**config.mk**
```make
export PLATFORM = sky130hd
export DESIGN_NAME = acl_spi_responder_flat
export DESIGN_NICKNAME = d
export VERILOG_FILES = /design/src/rtl/acl_pkg.sv /design/src/rtl/acl_spi_responder_if.sv /design/src/rtl/acl_spi_responder_sync.sv /design/src/rtl/acl_spi_responder.sv /design/src/flat_wrapper.sv
export SDC_FILE = /design/constraint.sdc
export NUM_CORES = 1
export LEC_CHECK = 0
export ABC_CLOCK_PERIOD_IN_PS = 7400
export CAP_MARGIN = 30
export CORE_ASPECT_RATIO = 1.4
export CORE_MARGIN = 2
export CORE_UTILIZATION = 50
export DETAILED_ROUTE_END_ITERATION = 10
export PLACE_DENSITY = 0.8
export RECOVER_POWER = 25
export SLEW_MARGIN = 20
export SYNTH_ARGS = -nofsm -noshare
export SYNTH_HDL_FRONTEND = slang
export SYNTH_SLANG_ARGS = --single-unit
export TNS_END_PERCENT = 10
```
**constraint.sdc**
```tcl
create_clock -name Clk -period 7.4 [get_ports Clk]
set_clock_uncertainty 0.1 [all_clocks]
set_input_delay 0.74 -clock Clk [delete_from_list [all_inputs] [get_ports Clk]]
set_output_delay 0.74 -clock Clk [all_outputs]
set_load 0.02 [all_outputs]
```
**src/rtl/acl_pkg.sv**
```systemverilog
// acl_pkg: command codes, register addresses and FSM states for the accelerometer SPI responder
package acl_pkg;
  localparam logic [7:0] CMD_READ  = 8'h0B;
  localparam logic [7:0] CMD_WRITE = 8'h0A;
  localparam logic [5:0] ADDR_DEVID_AD  = 6'h00;
  localparam logic [5:0] ADDR_DEVID_MST = 6'h01;
  localparam logic [5:0] ADDR_PARTID    = 6'h02;
  localparam logic [5:0] ADDR_XDATA_L   = 6'h0E;
  localparam logic [5:0] ADDR_XDATA_H   = 6'h0F;
  localparam logic [5:0] ADDR_YDATA_L   = 6'h10;
  localparam logic [5:0] ADDR_YDATA_H   = 6'h11;
  localparam logic [5:0] ADDR_ZDATA_L   = 6'h12;
  localparam logic [5:0] ADDR_ZDATA_H   = 6'h13;
  localparam logic [5:0] ADDR_FILTER_CTL = 6'h2C;
  localparam logic [5:0] ADDR_POWER_CTL  = 6'h2D;
  typedef enum logic [2:0] {S_IDLE, S_CMD, S_ADDR, S_DATA, S_IGNORE} state_e;
endpackage

```
**src/rtl/acl_spi_responder_if.sv**
```systemverilog
// acl_spi_responder_if: SPI pin bundle between a master and the responder
interface acl_spi_responder_if;
  logic sclk;
  logic mosi;
  logic csn;
  logic miso;
  modport master (output sclk, mosi, csn, input miso);
  modport slave (input sclk, mosi, csn, output miso);
endinterface

```
**src/rtl/acl_spi_responder_sync.sv**
```systemverilog
// spi_pin_sync: multi-flop synchronizer with one extra flop for rise/fall detection
module spi_pin_sync #(
  parameter int W = 3,
  parameter int STAGES = 2
) (
  input  logic         Clk,
  input  logic         Reset,
  input  logic [W-1:0] d,
  output logic [W-1:0] level,
  output logic [W-1:0] rise,
  output logic [W-1:0] fall
);
  logic [STAGES:0][W-1:0] chain_q, chain_d;
  always_comb chain_d = {chain_q[STAGES-1:0], d};
  // Reset to all-zero so a csn held low through reset never yields a fall_csn
  always_ff @(posedge Clk or posedge Reset)
    if (Reset) chain_q <= '0;
    else chain_q <= chain_d;
  assign level = chain_q[STAGES-1];
  assign rise  = level & ~chain_q[STAGES];
  assign fall  = ~level & chain_q[STAGES];
endmodule

```
**src/rtl/acl_spi_responder.sv**
```systemverilog
// acl_spi_responder: SPI mode-0 slave emulating the accelerometer register map, oversampled in Clk
module acl_spi_responder
  import acl_pkg::*;
#(
  parameter logic [7:0] DEVID_AD  = 8'hAD,
  parameter logic [7:0] DEVID_MST = 8'h1D,
  parameter logic [7:0] PARTID    = 8'hF2,
  parameter int SYNC_STAGES = 2
) (
  input  logic                       Clk,
  input  logic                       Reset,
  acl_spi_responder_if.slave         spi,
  input  logic [11:0]                x_data,
  input  logic [11:0]                y_data,
  input  logic [11:0]                z_data,
  output logic [7:0]                 power_ctl,
  output logic [7:0]                 filter_ctl,
  output logic                       xfer_done,
  output logic                       cmd_err
);
  logic [2:0] lvl, rise, fall;
  spi_pin_sync #(.W(3), .STAGES(SYNC_STAGES)) u_sync (
    .Clk(Clk), .Reset(Reset), .d({spi.sclk, spi.mosi, spi.csn}),
    .level(lvl), .rise(rise), .fall(fall)
  );
  logic unused_sync;
  assign unused_sync = ^{lvl[2], lvl[0], rise[1], fall[1]};
  logic rise_sclk, fall_sclk, fall_csn, rise_csn, mosi_s;
  assign rise_sclk = rise[2];
  assign fall_sclk = fall[2];
  assign rise_csn  = rise[0];
  assign fall_csn  = fall[0];
  assign mosi_s    = lvl[1];
  state_e state_q, state_d;
  logic [2:0] bit_cnt_q, bit_cnt_d;
  logic [6:0] sh_q, sh_d;
  logic [5:0] addr_q, addr_d;
  logic [7:0] tx_q, tx_d, power_q, power_d, filter_q, filter_d;
  logic [15:0] x_q, x_d, y_q, y_d, z_q, z_d;
  logic rw_q, rw_d, miso_q, miso_d, seen_q, seen_d, xfer_q, xfer_d, err_q, err_d;
  logic [7:0] byte_in;
  logic [5:0] addr_inc;
  logic byte_done, cmd_ok;
  assign byte_in   = {sh_q, mosi_s};
  assign addr_inc  = addr_q + 6'd1;
  assign byte_done = rise_sclk && bit_cnt_q == 3'd7;
  assign cmd_ok    = byte_in == CMD_READ || byte_in == CMD_WRITE;
  function automatic logic [7:0] reg_rd(input logic [5:0] a, input logic [15:0] x, y, z,
                                        input logic [7:0] fc, pc);
    case (a)
      ADDR_DEVID_AD:   reg_rd = DEVID_AD;
      ADDR_DEVID_MST:  reg_rd = DEVID_MST;
      ADDR_PARTID:     reg_rd = PARTID;
      ADDR_XDATA_L:    reg_rd = x[7:0];
      ADDR_XDATA_H:    reg_rd = x[15:8];
      ADDR_YDATA_L:    reg_rd = y[7:0];
      ADDR_YDATA_H:    reg_rd = y[15:8];
      ADDR_ZDATA_L:    reg_rd = z[7:0];
      ADDR_ZDATA_H:    reg_rd = z[15:8];
      ADDR_FILTER_CTL: reg_rd = fc;
      ADDR_POWER_CTL:  reg_rd = pc;
      default:         reg_rd = 8'h00;
    endcase
  endfunction
  always_comb begin
    state_d = state_q;
    bit_cnt_d = bit_cnt_q;
    sh_d = sh_q;
    addr_d = addr_q;
    tx_d = tx_q;
    power_d = power_q;
    filter_d = filter_q;
    x_d = x_q;
    y_d = y_q;
    z_d = z_q;
    rw_d = rw_q;
    miso_d = miso_q;
    seen_d = seen_q;
    xfer_d = 1'b0;
    err_d = 1'b0;
    // csn rising beats a coincident sclk rise: the partial bit is dropped
    if (rise_csn) begin
      state_d = S_IDLE;
      miso_d = 1'b0;
      xfer_d = seen_q;
      seen_d = 1'b0;
    end else if (state_q == S_IDLE) begin
      if (fall_csn) begin
        state_d = S_CMD;
        bit_cnt_d = '0;
        sh_d = '0;
        seen_d = 1'b0;
        miso_d = 1'b0;
        x_d = {{4{x_data[11]}}, x_data};
        y_d = {{4{y_data[11]}}, y_data};
        z_d = {{4{z_data[11]}}, z_data};
      end
    end else if (state_q != S_IGNORE) begin
      if (rise_sclk) begin
        sh_d = byte_in[6:0];
        bit_cnt_d = bit_cnt_q + 3'd1;
      end
      if (fall_sclk && state_q == S_DATA && rw_q) begin
        miso_d = tx_q[7];
        tx_d = {tx_q[6:0], 1'b0};
      end
      if (byte_done && state_q == S_CMD) begin
        rw_d = byte_in == CMD_READ;
        state_d = cmd_ok ? S_ADDR : S_IGNORE;
        err_d = !cmd_ok;
      end else if (byte_done && state_q == S_ADDR) begin
        addr_d = byte_in[5:0];
        tx_d = reg_rd(byte_in[5:0], x_q, y_q, z_q, filter_q, power_q);
        state_d = S_DATA;
      end else if (byte_done) begin
        seen_d = 1'b1;
        addr_d = addr_inc;
        tx_d = reg_rd(addr_inc, x_q, y_q, z_q, filter_q, power_q);
        filter_d = (!rw_q && addr_q == ADDR_FILTER_CTL) ? byte_in : filter_q;
        power_d = (!rw_q && addr_q == ADDR_POWER_CTL) ? byte_in : power_q;
      end
    end
  end
  always_ff @(posedge Clk or posedge Reset)
    if (Reset) begin
      state_q <= S_IDLE;
      bit_cnt_q <= '0;
      sh_q <= '0;
      addr_q <= '0;
      tx_q <= '0;
      power_q <= '0;
      filter_q <= '0;
      x_q <= '0;
      y_q <= '0;
      z_q <= '0;
      rw_q <= 1'b0;
      miso_q <= 1'b0;
      seen_q <= 1'b0;
      xfer_q <= 1'b0;
      err_q <= 1'b0;
    end else begin
      state_q <= state_d;
      bit_cnt_q <= bit_cnt_d;
      sh_q <= sh_d;
      addr_q <= addr_d;
      tx_q <= tx_d;
      power_q <= power_d;
      filter_q <= filter_d;
      x_q <= x_d;
      y_q <= y_d;
      z_q <= z_d;
      rw_q <= rw_d;
      miso_q <= miso_d;
      seen_q <= seen_d;
      xfer_q <= xfer_d;
      err_q <= err_d;
    end
  assign spi.miso   = miso_q;
  assign power_ctl  = power_q;
  assign filter_ctl = filter_q;
  assign xfer_done  = xfer_q;
  assign cmd_err    = err_q;
endmodule

```
**src/flat_wrapper.sv**
```systemverilog
// flat-port wrapper written by rule: the top's interface ports become plain ports
module acl_spi_responder_flat import acl_pkg::*;
#(
  parameter logic [7:0] DEVID_AD  = 8'hAD,
  parameter logic [7:0] DEVID_MST = 8'h1D,
  parameter logic [7:0] PARTID    = 8'hF2,
  parameter int SYNC_STAGES = 2
)
  (Clk, Reset, x_data, y_data, z_data, power_ctl, filter_ctl, xfer_done, cmd_err, spi_sclk, spi_mosi, spi_csn, spi_miso);
  acl_spi_responder_if spi_i ();
  input  logic Clk;
  input  logic Reset;
  input  logic [11:0] x_data;
  input  logic [11:0] y_data;
  input  logic [11:0] z_data;
  output logic [7:0] power_ctl;
  output logic [7:0] filter_ctl;
  output logic xfer_done;
  output logic cmd_err;
  input wire logic [$bits(spi_i.sclk)-1:0] spi_sclk;
  input wire logic [$bits(spi_i.mosi)-1:0] spi_mosi;
  input wire logic [$bits(spi_i.csn)-1:0] spi_csn;
  output wire logic [$bits(spi_i.miso)-1:0] spi_miso;
  assign spi_i.sclk = spi_sclk;
  assign spi_i.mosi = spi_mosi;
  assign spi_i.csn = spi_csn;
  assign spi_miso = spi_i.miso;
  acl_spi_responder #(.DEVID_AD(DEVID_AD), .DEVID_MST(DEVID_MST), .PARTID(PARTID), .SYNC_STAGES(SYNC_STAGES)) u_core (.Clk(Clk), .Reset(Reset), .spi(spi_i), .x_data(x_data), .y_data(y_data), .z_data(z_data), .power_ctl(power_ctl), .filter_ctl(filter_ctl), .xfer_done(xfer_done), .cmd_err(cmd_err));
endmodule
```
After elaboration in Yosys (flattened, before gate mapping)
Index checks and enable logic that the tools add are counted.
{"block": "classes", "shift": 0, "add_sub_neg": 2, "n_eq_ne": 33, "div": 0, "mux": 39, "n_bitwise": 8, "reduce_logical": 30, "n_lt_le_gt_ge": 0, "mul": 0}
{"operator": "8-bit one-hot mux with 11 select lines", "count": 2}
{"operator": "6-bit by 5-bit == test with 1-bit output (second input constant)", "count": 8}
{"operator": "6-bit == test (second input constant)", "count": 6}
{"operator": "3-bit 2-to-1 mux", "count": 11}
{"operator": "8-bit 2-to-1 mux", "count": 4}
{"operator": "7-bit 2-to-1 mux", "count": 4}
{"operator": "6-bit by 4-bit == test with 1-bit output (second input constant)", "count": 4}
{"operator": "8-bit by 4-bit == test with 1-bit output (second input constant)", "count": 2}
{"operator": "1-bit 2-to-1 mux", "count": 16}
{"operator": "7-bit AND reduction", "count": 2}
{"operator": "6-bit by 1-bit == test with 1-bit output (second input constant)", "count": 2}
{"operator": "6-bit by 2-bit == test with 1-bit output (second input constant)", "count": 2}
{"operator": "6-bit logical NOT", "count": 2}
{"operator": "6-bit 2-to-1 mux", "count": 2}
{"operator": "3-bit AND reduction", "count": 4}
{"operator": "5-bit AND reduction", "count": 2}
{"operator": "3-bit by 1-bit != test with 1-bit output (second input constant)", "count": 3}
{"operator": "3-bit nonzero test", "count": 3}
{"operator": "4-bit AND reduction", "count": 2}
{"operator": "1-bit logical AND", "count": 7}
{"operator": "6-bit by 1-bit adder with 6-bit output (second input constant)", "count": 1}
{"operator": "3-bit bitwise AND", "count": 2}
{"operator": "3-bit by 2-bit == test with 1-bit output (second input constant)", "count": 2}
{"operator": "3-bit NOT", "count": 2}
{"operator": "other kinds (11)", "count": 17}
{"block": "word_totals", "output_inout_bits": 19, "latchBits": 0, "n_memories": 0, "register_bits": 93, "ramBits": 0, "romBits": 0, "word_cells": 130}

Longest topological paths before layout
Gate-level depths: netlist of run 1.
{"block": "depth", "depth_word": 9, "mapped_depth": 10}

Hierarchy
From an unflattened synthesis of run 1, not the netlist that was laid out.
{"block": "hier_totals", "cells_unflattened": 554, "hier_area_um2": 5590.4}
{"mod": "acl_spi_responder", "seq_area_each_um2": 2102.0, "cells_per_inst": 535, "n_inst": 1, "area_each_um2": 5286.3}
{"mod": "spi_pin_sync", "seq_area_each_um2": 225.2, "cells_per_inst": 19, "n_inst": 1, "area_each_um2": 304.0}

Worst setup path after synthesis of run 1
No wires, ideal clock.
{"block": "synth_path", "path_kind": "register to register", "start": "reg u_core.addr_q[1]", "end": "reg u_core.tx_q[6]", "path_stages_with_launch": 8, "path_slack_ns": 5.115, "t_arrival_ns": 2.059, "setup_ns": 0.126, "cell_sequence": "dfrtp_1 ha_1 nand3_2 xnor2_2 a221oi_2 o31ai_1 o31a_1 o32a_1"}
{"block": "synth_via", "elab_chain_len": 6, "elab_cells_between_ends": 16}
{"item": "start: declaration", "line_no": "acl_spi_responder.sv:37", "text": "logic [5:0] addr_q, addr_d;"}
{"item": "start signal: assignment", "line_no": "acl_spi_responder.sv:145", "text": "addr_q <= addr_d;"}
{"item": "6-bit by 1-bit adder with 6-bit output *", "line_no": "acl_spi_responder.sv:45", "text": "assign addr_inc = addr_q + 6'd1;"}
{"item": "6-bit == test (tied with other cells)", "line_no": "acl_spi_responder.sv:50", "text": "case (a)"}
{"item": "8-bit one-hot mux with 11 select lines *", "line_no": "acl_spi_responder.sv:50"}
{"item": "8-bit 2-to-1 mux *", "line_no": "acl_spi_responder.sv:115", "text": "end else if (byte_done) begin"}
{"item": "8-bit 2-to-1 mux *", "line_no": "acl_spi_responder.sv:111", "text": "end else if (byte_done && state_q == S_ADDR) begin"}
{"item": "8-bit 2-to-1 mux *", "line_no": "acl_spi_responder.sv:107", "text": "if (byte_done && state_q == S_CMD) begin"}
{"item": "end signal: assignment", "line_no": "acl_spi_responder.sv:146", "text": "tx_q <= tx_d;"}
{"item": "end: declaration", "line_no": "acl_spi_responder.sv:38", "text": "logic [7:0] tx_q, tx_d, power_q, power_d, filter_q, filter_d;"}
Mark *: on every way between the ends. The rest lies on a longest branch, timed or not.
A chain may end at the register's enable or synchronous reset.

==> qor.yml, run 1 <==
status: "complete, but fails checks"
violations: "max-capacitance violations, max-slew violations"
grt_pass1_wl_mm: 22.8
cts_root_buf: "clkbuf_16"
post_cts_resized: 0
slew_viol_final: 43
routed_wl_mm: 14.4
die_y_um: 124
cts_tree: "yes"
synth_edf_count: 0
dr.first_iter.drc_count: 415
synth-async-reset-ratio: 1.00
clock_path_buffers: 2
synth-warning-count: 0
syn_area_per_cell_sq_um: 10.2
place.gp.congestion: 1.00
drtPass1Iterations: 5
synthDistinctLibCells: 62
synth_ff_type: "dfrtp_1"
power.density_nw_per_um2: 211
cp-end-kind: "asynchronous set/reset pin"
grt_max_degree: 51
diodes: 0
die-area_sq_um: 11000
grt.overflow.total: 0
initial_utilization: 0.513
post-cts-setup-buffer-count: 0
crit_required_ps: 7280
peakVddDrop_mv: 0.173
power.leakage_nw: 2.42
chipWidth_um: 89.4
max_slew_margin: -0.554
synth_area_leaders: "dfrtp_1, mux2_2, a21oi_1"
io_pins: 60
fin_util: 0.611
dp.cells: 664
nets: 591
clock_latency_ps: 350
drive_gt1_frac: 0.168
syn_nets: 550
yosysTopAreaCellShare: 0.451
ys_ff_latch: 92
cts_sinks: 92
finalWorstSetupSlack_ps: 4240
netlist_top_cells_count: "dfrtp_1, mux2_2, nor2_1, a21oi_1, nand2_1"
ys_seq_area_frac: 0.451
cts-htree-levels: 3
design_area_sq_um: 6080
clk_pin_slew_worst_paths_ps: 70
place_area_sq_um: 5770
antenna_found_initial: 0
syn_to_final_growth_pct: 19.1
clock.fmax_mhz: 317
rsz0062_at_grt: "no"
hp-class: "reg2reg"
syn_area_sq_um: 5110
worstMarginPinSlew_ps: 2330
viasPerCell: 6.44
tns_ps: 0
finalSetupViolations: 0
io_buffer_count: 59
period_needed_ps: 3160
post-place-ws_ps: 4620
hold_violations: 0
rows: 43
worstPathMaxFanout: 43
yosysMostFrequentCell: "dfrtp_1"
numCtsBuffers: 9
core_sq_um: 9950
synthCells: 500
critPathArrivalTime_ps: 3040
dp_hpwl_mm: 10.1
drv_cap: 1
vias: 4386
synth_area_leader_cell: "dfrtp_1"
fin_cells: 681
nFillCells: 845
path_class: "in2async"
drcViolationCount: 0
grt_use_total: 0.276
fin_crit_sh: 0.427
avgRoutedWirePerCell_um: 21.1
drtAntennaViolNets: 0
worstSetupStartpointType: "primary input"
hold_buffers: 0
grt_pass1_vias: 4424
## where the power goes
part | switching, mW | internal, mW
registers | 0.0777 | 0.569
logic | 0.0709 | 0.0975
clock network | 0.225 | 0.240
## path summary, 6_finish.rpt
kind                       slack, ps  cells past startpoint                      to                     start
max in group Clk                4580                      8          u_core.tx_q[3]          u_core.addr_q[0]
min in group asynchronous       1610                      3           u_core.z_q[7]                     Reset
max reg2reg                     4580                      8          u_core.tx_q[3]          u_core.addr_q[0]
min reg2reg                      260                      0  u_core.u_sync.level[0]  u_core.u_sync.chain_d[3]
max                             4240                      3          u_core.x_q[11]                     Reset
min                              260                      0  u_core.u_sync.level[0]  u_core.u_sync.chain_d[3]
## cells by family (layout without fill, tap and decap cells)
group	Yosys count	in the layout	synth area share
AOI/OAI and AO/OA	150	150	0.202
and+or+nand+nor	133	133	0.133
DFF	92	92	0.451
muxes	70	70	0.151
buffers and inverters	43	89	0.0341
adders and majority gates	10	10	0.0240
xor gates and xnor gates	2	2	0.00490
## sequential cells by signal (all words and copies together), names as in the netlist
| name | flops |
|---|---|
| u_core.u_sync.chain_d | 3 |
| u_core.power_ctl | 8 |
| u_core.z_q | 12 |
| u_core.state_q | 3 |
| u_core.xfer_done | 1 |
| u_core.rw_q | 1 |
| u_core.filter_ctl | 8 |
| u_core.x_q | 12 |
| u_core.y_q | 12 |
| u_core.seen_q | 1 |
| u_core.tx_q | 8 |
| u_core.addr_q | 6 |
| u_core.u_sync.chain_q | 2 |
| u_core.spi.miso | 1 |
| u_core.u_sync.level | 3 |
| u_core.bit_cnt_q | 3 |
| u_core.sh_q | 7 |
| u_core.cmd_err | 1 |
## critical path: stages
cell           delay, ps
dlygate4sd3_1        550
clkinvlp_2            70
clkbuf_1            1650
## cell type report
type / instances / area [sq um] / area share
sequential: 92 / 2300 / 0.379
timing repair buffer: 64 / 639 / 0.105
clock inverter: 7 / 76.3 / 0.0126
clock buffer: 9 / 225 / 0.0370
inverter: 9 / 35.0 / 0.00576
multi-input combinational: 365 / 2630 / 0.433
tap: 135 / 169 / 0.0278
## per-stage QoR
stage | total power, mW | hold WS [ps]
finish | 1.28 | 261
global route | 1.33 | 266
CTS | 1.28 | 259
detailed placement | 0.823 | 243
global placement | 0.811 | 232
floorplan | 0.745 | 231
## layout by cell type (no fill, tap or decap), types with 9 or more instances in the layout
cell type	instances
nand2_1	29
a22o_1	10
dfrtp_1	92
a22oi_1	17
nor2_1	35
ha_1	9
nor3_1	16
mux2i_1	13
a21oi_1	30
clkbuf_16	9
mux2_2	57
o21ai_0	27
a31oi_1	14
clkdlybuf4s50_1	55
## layer usage
layer,vias up,global-route usage,routed length [um]
li1,1963,-,-
met1,2142,0.347,5690
met2,223,0.431,6920
met3,58,0.0583,926
met4,0,0.166,853
met5,-,0,0
Power figures use the tool's default switching activity.
==> inputs of run 2 (changes only) <==
- ABC_CLOCK_PERIOD_IN_PS: 7400 -> 2550
- PLACE_DENSITY: 0.8 -> 0.82
- clock period: 7.4 -> 2.55 ns (I/O delays scaled with it)
==> qor.yml, run 2 (synthesis results as in run 1) <==
dr.first_iter.drc_count: 389  # -6.3%
place.gp.congestion: 1.01  # +0.60%
critPathSlowestCell: "dfrtp_1"
peakVddDrop_mv: 0.485  # +180%
routed_wl_mm: 14.7  # +2.1%
hp-start: "u_core.u_sync.chain_d[5]"
status: "finished, final reports clean"
path_class: "reg2reg"
drtAntennaViolNets: 0  # unchanged
nFillCells: 828  # -2.0%
finalWorstSetupSlack_ps: 135  # -4110 ps
max_slew_margin: 0.197  # +0.751
cts_root_buf: "clkbuf_16"
final_cell_mix: "dfrtp_1, mux2_2, clkdlybuf4s50_1, nor2_1, buf_4"
initial_utilization: 0.513  # unchanged
drtPass1Iterations: 5  # unchanged
die_y_um: 124  # unchanged
numCtsBuffers: 9  # unchanged
die-area_sq_um: 11000  # unchanged
drive_gt1_frac: 0.216  # +0.0472
cp-end-kind: "flip-flop"
power.leakage_nw: 2.57  # +6.1%
hp-class: "reg2reg"
io_pins: 60  # unchanged
cts-htree-levels: 3  # unchanged
syn_to_final_growth_pct: 23.6
post-place-ws_ps: -14.9  # -4640 ps
clk_pin_slew_worst_paths_ps: 70  # about the same
period_needed_ps: 2420
clock_path_buffers: 2  # unchanged
diodes: 0  # unchanged
hold_buffers: 0  # unchanged
worstPathMaxFanout: 8  # -81%
fin_util: 0.634  # +0.0233
grt.overflow.total: 0  # unchanged
worstSetupStartpointType: "flip-flop"
finalSetupViolations: 0  # unchanged
grt_pass1_wl_mm: 23.2  # +1.8%
cp.buffers_inverters: 1  # -2
critical_path_depth: 7  # +4
crit_chain: "buf_4 > and4_1 > nand3_1 > o211ai_2 > o31ai_1 > o31a_1 > o32a_1"
r2r_start: "u_core.addr_q[0]"
fin_crit_sh: 0.947
dp_hpwl_mm: 10.8  # +6.9%
route.met3.wl_um: 879  # -5.1%
worstSetupStartpoint: "u_core.addr_q[0]"
rsz0062_at_grt: "no"
grt_max_degree: 93  # +82%
wl_met1_mm: 5.75  # +0.97%
slew_viol_final: 0  # -100%
critPathArrivalTime_ps: 2550  # -490 ps
core_sq_um: 9950  # unchanged
crit_family: "compound AO/OA/AOI/OAI gates"
hold_violations: 0  # unchanged
viasPerCell: 6.25  # -3.0%
max_stage_delay_ps: 450  # -1200 ps
topRoutingLayerUsed: "met4"
avgRoutedWirePerCell_um: 20.7  # -2.1%
cts_sinks: 92  # unchanged
chipWidth_um: 89.4  # unchanged
clock.fmax_mhz: 414
wl_met2_mm: 7.49  # +8.3%
rows: 43  # unchanged
reg_top3: "u_core.x_q x12, u_core.y_q x12, u_core.z_q x12"
clock_latency_ps: 350  # about the same
cts_tree: "yes"
io_buffer_count: 59  # unchanged
ff2ff_path_depth: 7  # -1
crit_required_ps: 2680  # -4600 ps
drcViolationCount: 0  # unchanged
final_common_cell: "dfrtp_1"
worstMarginPinSlew_ps: 1210  # -1130 ps
grt_use_total: 0.280  # +0.00434
power.density_nw_per_um2: 597  # +180%
holdPathStages: 0  # unchanged
grt_pass1_vias: 4411  # -0.29%
nets: 620  # +4.9%
vias: 4437  # +1.2%
antenna_found_initial: 0  # unchanged
drv_cap: 0  # -1
run 2: final timing paths:
| check | slack [ps] | endpoint |
|---|---|---|
| max | 130 | u_core.tx_q[6] |
| min | 250 | u_core.u_sync.level[2] |
| max reg2reg | 130 | u_core.tx_q[6] |
| min reg2reg | 250 | u_core.u_sync.level[2] |
| max in group asynchronous | 790 | u_core.addr_q[1] |
| min in group asynchronous | 720 | u_core.u_sync.level[1] |
run 2: area by class of cell:
type	instances	area, sq um	share of cell area
multi-input cells	365	2640	0.418
flip-flops and latches	92	2300	0.365
repair buffers	93	858	0.136
clock buffers	9	225	0.0357
well taps	135	169	0.0268
clock inverters	7	80.1	0.0127
inverters	9	37.5	0.00595
run 2: worst reg2reg max path, stage by stage, from the launching register on:
cell and delay [ps]:
dfrtp_1 450, buf_4 190, and4_1 270, nand3_1 250, o211ai_2 260, o31ai_1 190
o31a_1 320, o32a_1 280
run 2: metal layers:
metal  up-vias  track usage
met3        44       0.0477
li1       2018            -
met2       230        0.474
met4         0        0.120
met5         -            0
met1      2145        0.349
run 2: what timing repair did:
action | in CTS | in global routing
setup endpoints to repair | 1 | 8
setup buffers | 0 | 0
resized for setup | 1 | 2
run 2: through the flow:
| step | std cells | hold slack (ps) | instance area [sq um] | power (mW) | setup TNS, ps |
|---|---|---|---|---|---|
| 2_1_floorplan | 500 | 186 | 5110 | 2.16 | 0 |
| 6_report | 710 | 251 | 6310 | 3.77 | 0 |
| 5_1_grt | 710 | 257 | 6310 | 3.91 | 0 |
| 3_3_place_gp | 694 | 234 | 6010 | 2.37 | 0 |
| 4_1_cts | 710 | 235 | 6320 | 3.78 | 0 |
| 3_5_place_dp | 694 | 239 | 6010 | 2.40 | -14.9 |
run 2: power breakdown:
group / internal, mW / switching, mW
clock network: 0.778 / 0.611
logic: 0.296 / 0.221
registers: 1.65 / 0.211
